==> src/rtl/sprite_if.sv <==
// Sprite renderer bus: timing-generator inputs, sprite ROM port and pixel output.
// Master drives timing/position/ROM data; slave is the renderer.
interface sprite_if;
  logic [9:0] h_cnt;
  logic [9:0] v_cnt;
  logic       video_on;
  logic       frame_tick;
  logic [9:0] sprite_x;
  logic [9:0] sprite_y;
  logic [2:0] bg_rgb;
  logic [7:0] pixel_addr;
  logic [2:0] image_index;
  logic [2:0] pixel_data;
  logic [2:0] rgb;

  modport master (
    output h_cnt, v_cnt, video_on, frame_tick, sprite_x, sprite_y, bg_rgb, pixel_data,
    input  pixel_addr, image_index, rgb
  );

  modport slave (
    input  h_cnt, v_cnt, video_on, frame_tick, sprite_x, sprite_y, bg_rgb, pixel_data,
    output pixel_addr, image_index, rgb
  );
endinterface

==> src/rtl/sprite_renderer.sv <==
// Two-stage 16x16 animated sprite overlay on a VGA pixel stream.
// Optional SPRITE_TRANSPARENT_EN: ROM colour 3'b111 shows the background.
module sprite_renderer #(
  parameter int unsigned ANIM_FRAMES = 8,
  parameter int unsigned NUM_IMAGES  = 2
) (
  input logic      clk,
  input logic      rst,
  sprite_if.slave  bus
);

  logic [9:0]  pos_x, pos_y;
  logic [7:0]  anim_cnt;
  logic [2:0]  image_q;
  logic [7:0]  addr_q;
  logic        hit_d, video_on_d;
  logic [2:0]  rgb_q;

  logic [10:0] dx, dy;
  logic        hit;
  logic [7:0]  addr_d;
  logic [2:0]  rgb_d;

  // 11-bit compare so a box near column/line 1023 never wraps to 0.
  always_comb begin
    dx     = {1'b0, bus.h_cnt} - {1'b0, pos_x};
    dy     = {1'b0, bus.v_cnt} - {1'b0, pos_y};
    hit    = ({1'b0, bus.h_cnt} >= {1'b0, pos_x}) &&
             ({1'b0, bus.h_cnt} <  ({1'b0, pos_x} + 11'd16)) &&
             ({1'b0, bus.v_cnt} >= {1'b0, pos_y}) &&
             ({1'b0, bus.v_cnt} <  ({1'b0, pos_y} + 11'd16));
    addr_d = hit ? {dy[3:0], dx[3:0]} : 8'd0;
  end

  always_comb begin
    rgb_d = 3'b000;
    if (video_on_d) begin
      if (hit_d) begin
`ifdef SPRITE_TRANSPARENT_EN
        rgb_d = (bus.pixel_data == 3'b111) ? bus.bg_rgb : bus.pixel_data;
`else
        rgb_d = bus.pixel_data;
`endif
      end else begin
        rgb_d = bus.bg_rgb;
      end
    end
  end

  always_ff @(posedge clk) begin
    if (rst) begin
      addr_q     <= 8'd0;
      hit_d      <= 1'b0;
      video_on_d <= 1'b0;
      rgb_q      <= 3'b000;
    end else begin
      addr_q     <= addr_d;
      hit_d      <= hit;
      video_on_d <= bus.video_on;
      rgb_q      <= rgb_d;
    end
  end

  // Position and image only move on frame_tick, i.e. during vertical blanking.
  always_ff @(posedge clk) begin
    if (rst) begin
      pos_x    <= 10'd0;
      pos_y    <= 10'd0;
      anim_cnt <= 8'd0;
      image_q  <= 3'd0;
    end else if (bus.frame_tick) begin
      pos_x <= bus.sprite_x;
      pos_y <= bus.sprite_y;
      if (anim_cnt == 8'(ANIM_FRAMES - 1)) begin
        anim_cnt <= 8'd0;
        if (image_q == 3'(NUM_IMAGES - 1)) begin
          image_q <= 3'd0;
        end else begin
          image_q <= image_q + 3'd1;
        end
      end else begin
        anim_cnt <= anim_cnt + 8'd1;
      end
    end
  end

  assign bus.pixel_addr  = addr_q;
  assign bus.image_index = image_q;
  assign bus.rgb         = rgb_q;

endmodule

==> src/flat_wrapper.sv <==
// flat-port wrapper written by rule: the top's interface ports become plain ports
module sprite_renderer_flat 
#(
  parameter int unsigned ANIM_FRAMES = 8,
  parameter int unsigned NUM_IMAGES  = 2
)
  (clk, rst, bus_h_cnt, bus_v_cnt, bus_video_on, bus_frame_tick, bus_sprite_x, bus_sprite_y, bus_bg_rgb, bus_pixel_data, bus_pixel_addr, bus_image_index, bus_rgb);
  sprite_if bus_i ();
  input logic clk;
  input logic rst;
  input wire logic [$bits(bus_i.h_cnt)-1:0] bus_h_cnt;
  input wire logic [$bits(bus_i.v_cnt)-1:0] bus_v_cnt;
  input wire logic [$bits(bus_i.video_on)-1:0] bus_video_on;
  input wire logic [$bits(bus_i.frame_tick)-1:0] bus_frame_tick;
  input wire logic [$bits(bus_i.sprite_x)-1:0] bus_sprite_x;
  input wire logic [$bits(bus_i.sprite_y)-1:0] bus_sprite_y;
  input wire logic [$bits(bus_i.bg_rgb)-1:0] bus_bg_rgb;
  input wire logic [$bits(bus_i.pixel_data)-1:0] bus_pixel_data;
  output wire logic [$bits(bus_i.pixel_addr)-1:0] bus_pixel_addr;
  output wire logic [$bits(bus_i.image_index)-1:0] bus_image_index;
  output wire logic [$bits(bus_i.rgb)-1:0] bus_rgb;
  assign bus_i.h_cnt = bus_h_cnt;
  assign bus_i.v_cnt = bus_v_cnt;
  assign bus_i.video_on = bus_video_on;
  assign bus_i.frame_tick = bus_frame_tick;
  assign bus_i.sprite_x = bus_sprite_x;
  assign bus_i.sprite_y = bus_sprite_y;
  assign bus_i.bg_rgb = bus_bg_rgb;
  assign bus_i.pixel_data = bus_pixel_data;
  assign bus_pixel_addr = bus_i.pixel_addr;
  assign bus_image_index = bus_i.image_index;
  assign bus_rgb = bus_i.rgb;
  sprite_renderer #(.ANIM_FRAMES(ANIM_FRAMES), .NUM_IMAGES(NUM_IMAGES)) u_core (.clk(clk), .rst(rst), .bus(bus_i));
endmodule
==> config.mk <==
export PLATFORM = sky130hd
export DESIGN_NAME = sprite_renderer_flat
export DESIGN_NICKNAME = d
export VERILOG_FILES = /design/src/rtl/sprite_if.sv /design/src/rtl/sprite_renderer.sv /design/src/flat_wrapper.sv
export SDC_FILE = /design/constraint.sdc
export NUM_CORES = 1
export LEC_CHECK = 0
export CORE_ASPECT_RATIO = 1.25
export CORE_UTILIZATION = 50
export DETAILED_ROUTE_END_ITERATION = 10
export PLACE_DENSITY = 0.8
export REMOVE_ABC_BUFFERS = 1
export SLEW_MARGIN = 20
export SYNTH_ARGS = -nofsm -noshare
export SYNTH_HDL_FRONTEND = slang
export SYNTH_SLANG_ARGS = --single-unit
==> constraint.sdc <==
create_clock -name clk -period 3.2 [get_ports clk]
set_clock_uncertainty 0.15 [all_clocks]
set_input_delay 0.64 -clock clk [delete_from_list [all_inputs] [get_ports clk]]
set_output_delay 0.64 -clock clk [all_outputs]
set_load 0.05 [all_outputs]
; Word-level counts from Yosys, hierarchy flattened
; Cells that the tools add are included.
[word_totals]
inputBits = 50
out_inout_bits = 14
reg_bits = 44
[op_classes]
n_reduce_logical = 6
addsub = 6
bitwise = 2
n_lt_le_gt_ge = 4
muxes = 3
n_eq_ne = 2
[op_table]
columns = cell, count
row1 = $add 10x5->11 const B, 2
row2 = $lt 10x11->1, 2
row3 = $ge 10x10->1, 2
row4 = $add 8x1->8 const B, 1
row5 = $eq 8x3->1 const B, 1
row6 = $mux 8, 1
row7 = $sub 4x4->4, 2
row8 = $mux 3, 2
row9 = $reduce_or 2->1, 2
row10 = $add 3x1->3 const B, 1
row11 = $eq 3x1->1 const B, 1
row12 = $logic_and 1x1->1, 3
row13 = $not 1->1, 2
row14 = $reduce_and 2->1, 1

; Longest topological paths before layout
[logic_depth]
word_depth = 7
mapped_depth = 10

; Worst setup path after synthesis
; Ideal clock, no wire load.
[synth_timing]
path_type = input to register
startpoint = input bus_v_cnt[0]
endpoint = register u_core.addr_q[0], in the netlist u_core.bus.pixel_addr[0]
n_path_buf = 1
arrival_ns = 2.196
cell_stages = 9
slack_ns = 0.767
setup_time_ns = 0.087
cell_sequence = inv_1 -> ha_1 -> fa_1 -> a21boi_1 -> o21ai_1 -> o21ai_1 -> a221o_1 -> buf_6 -> nor4b_2
[synth_via]
elab_chain_cells = 5
[synth_lines]
columns = element, line_no
row1 = "start, declared", flat_wrapper.sv:12  ; input wire logic [$bits(bus_i.v_cnt)-1:0] bus_v_cnt;
row2 = $ge 10x10->1, sprite_renderer.sv:30  ; ({1'b0, bus.v_cnt} >= {1'b0, pos_y}) &&
row3 = $logic_and 1x1->1, sprite_renderer.sv:29  ; ({1'b0, bus.h_cnt} < ({1'b0, pos_x} + 11'd16)) &&
row4 = $logic_and 1x1->1 (*), sprite_renderer.sv:30
row5 = $not 1->1 (no source line) (*), -
row6 = $reduce_or 2->1 (no source line) (*), -
row7 = "end signal, assigned", sprite_renderer.sv:57  ; addr_q <= addr_d;
row8 = "end, declared", sprite_renderer.sv:15  ; logic [7:0] addr_q;
; Mark *: on every way between the ends. The rest lies on a longest branch, timed or not.
; A chain may end at the register's enable or synchronous reset.

; Worst setup path in the final report
[layout_timing]
startpoint = input bus_v_cnt[0]
endpoint = register u_core.addr_q[4], in the netlist u_core.bus.pixel_addr[4]
[layout_via]
elab_chain_cells = 5
[layout_lines]
columns = element, line_no
row1 = $ge 10x10->1, sprite_renderer.sv:30
row2 = $logic_and 1x1->1, sprite_renderer.sv:29
row3 = $logic_and 1x1->1, sprite_renderer.sv:30
row4 = $not 1->1 (no source line), -
row5 = $reduce_or 2->1 (no source line), -
; Several ways; a longest one is shown, not always the timed one.

==> results.toml <==
[timing]
tightest_slew_ns = 0.633
fmax_ghz = 0.357
finalCriticalPeriod_ns = 2.80
fin_setup_tns_ns = 0
min_period_over_period_pct = 87.6
setup_viol = 0
slew-limit-headroom_pct = 57.8
drv_slew = 0
rsz0062_at_grt = "false"
hold_viol_final = 0
hold_slack_ns = 0.344

[grt]
grt_pass1_wl_um = 9020
grt_usage_pct = 20.8
antenna_found_initial = 0
gr-total-overflow = 0
grt_pass1_vias = 2171
grt_max_degree = 30

[drt]
routedWlPerCell_um = 13.0
ant_nets = 0
routed_wl_um = 5410
drtPass1Iterations = 4
wl_met2_um = 2730
vias = 2169
drt-initial-drc-count = 64
drc_errors = 0
met1_length_um = 2380
wl_met3_um = 174
post_drt_via_cell_ratio = 5.20
dr.max_layer_used = "met4"

[final_layout]
syn_to_final_growth_pct = 30.4
antenna_cells = 0
multi_input_area_mm2 = 0.00166
final_area_mm2 = 0.00348
fin_nets = 441
drive_gt1_share_pct = 7.61
fillCellCount = 438
area.sequential_um2 = 881

[power_and_ir_drop]
total_power_mw = 1.33
vdd_drop_max_v = 0.000256
powerDensity_mw_per_mm2 = 382
p_leak_nw = 1.44

[worst_setup_path]
crit_type = "in2reg"
cp_max_fo = 9
cp-end-kind = "flip-flop"
critPathArrivalTime_ns = 2.87
worst_ep_required_time_ns = 3.27
startpoint_type = "input port"

[floorplan]
die_w_um = 67.3
die_h_um = 83.6
coreArea_mm2 = 0.00512
start_util_pct = 52.1
ios = 64
num_rows = 29
die_area_mm2 = 0.00563

[clock_tree]
clock_latency_ns = 0.30
cts_setup_buffers = 0
clk_path_buf_depth = 2
cts_root_buf = "clkbuf_8"
hold_buffers = 0
cts_sinks = 44
cts_made_buffers = 5
cts_resized = 0
cts_tree = "done"
path_clk_slew_ns = 0.09
h-tree-depth = 2

[placed_design]
dp_hpwl_um = 4220
port_buffers = 63
gp_congestion = 0.858
post_dp_cell_area_mm2 = 0.00336

[yosys]
synth_cells = 288
synth_most_common_cell = "dfxtp_1"
ys.flop_type = "dfxtp_1"
ys_ff_latch = 44
synth_area_mm2 = 0.00267
netlist.area_leader.share_pct = 33.0
synth_area_per_cell_um2 = 9.26
synth_cell_types = 48
synth_edf_count = 0
yosys.area.top_type = "dfxtp_1"
synth.area.top_cells = "dfxtp_1, ha_1, mux2i_1"
async_reset_ff_share_pct = 0
ys_seq_area_share_pct = 33.0
synth_top_cells_by_count = "dfxtp_1, nor2_1, ha_1, inv_1, mux2i_1"
yosys_warnings = 0

[run_status]
status = "complete, no violations"

[run]
maxCapViolCount = 0

[worst_hold_path]
hold_class = "reg2reg"
-- cells in the final DEF, fill, tap and decap left out, types with 7 or more instances in the layout --
cell / instances
xor2_1: 7
mux2i_1: 24
nor2_1: 39
a21oi_1: 14
dfxtp_1: 44
xnor2_1: 13
ha_1: 35
clkdlybuf4s50_1: 63
inv_1: 24
nand2_1: 13
nand3_1: 11
-- power by group --
| group | leakage (nW) | switching (mW) | total (mW) | internal (mW) |
|---|---|---|---|---|
| sequential | 0.360 | 0.0175 | 0.587 | 0.569 |
| combinational | 1.02 | 0.147 | 0.303 | 0.157 |
| clock | 0.0548 | 0.203 | 0.438 | 0.235 |
| total | 1.44 | 0.367 | 1.33 | 0.961 |
-- worst paths after layout --
kind                                                from                                endpoint  slack, ns  cells after the start
hold / removal    u_core.bus.image_index[1]$_SDFFE_PP0P_  u_core.bus.image_index[1]$_SDFFE_PP0P_       0.34                      2
hold reg to reg   u_core.bus.image_index[1]$_SDFFE_PP0P_  u_core.bus.image_index[1]$_SDFFE_PP0P_       0.34                      2
setup reg to reg            u_core.pos_x[4]$_SDFFE_PP0P_     u_core.bus.pixel_addr[4]$_SDFF_PP0_       0.59                      9
setup / recovery                            bus_v_cnt[0]     u_core.bus.pixel_addr[4]$_SDFF_PP0_       0.40                      9
-- cell type report --
type	instances	area share, %
well taps	62	2.23
repair buffers	66	18.8
clock buffers	5	1.98
multi-input cells	213	47.7
inverters	24	2.59
flip-flops and latches	44	25.3
clock inverters	3	1.33
-- flip-flops by register name, summed over array words and instances, names as in the netlist --
name	count
u_core.pos_x	10
u_core.pos_y	10
u_core.anim_cnt	8
u_core.bus.pixel_addr	8
u_core.bus.image_index	3
u_core.bus.rgb	3
u_core.hit_d	1
u_core.video_on_d	1
-- kinds of logic (layout without fill, tap and decap cells) --
family          after synthesis  in the layout  synth area share, %
xor+xnor                     20             20                 6.57
mux                          24             24                 9.01
compound gates               37             37                 9.10
flops                        44             44                 33.0
buf+inv                      31             98                 4.74
fa+ha+maj                    37             37                 17.9
simple gates                 95             95                 19.6
-- worst max-delay path, stage by stage --
cell and delay, ns:
clkdlybuf4s50_1 0.45, inv_1 0.04, ha_1 0.21, fa_1 0.41, a21boi_1 0.15, o21ai_1 0.11, o21ai_1 0.08, a221o_1 0.50
nor4b_2 0.26
-- routing by layer --
layer,up-vias,track usage (%)
li1,1129,-
met1,988,23.6
met2,42,37.1
met3,10,3.96
met4,0,7.16
met5,-,0
-- per-stage QoR --
stage | util, % | setup slack, ns | std cells
after detailed placement | 65.7 | 0.0645 | 409
after global routing | 67.9 | 0.265 | 417
after global placement | 65.7 | 0.143 | 409
after CTS | 67.9 | 0.383 | 417
final | 67.9 | 0.398 | 417
after floorplan | - | 0.713 | 281
Note: power is estimated with default switching activity, not from simulation.
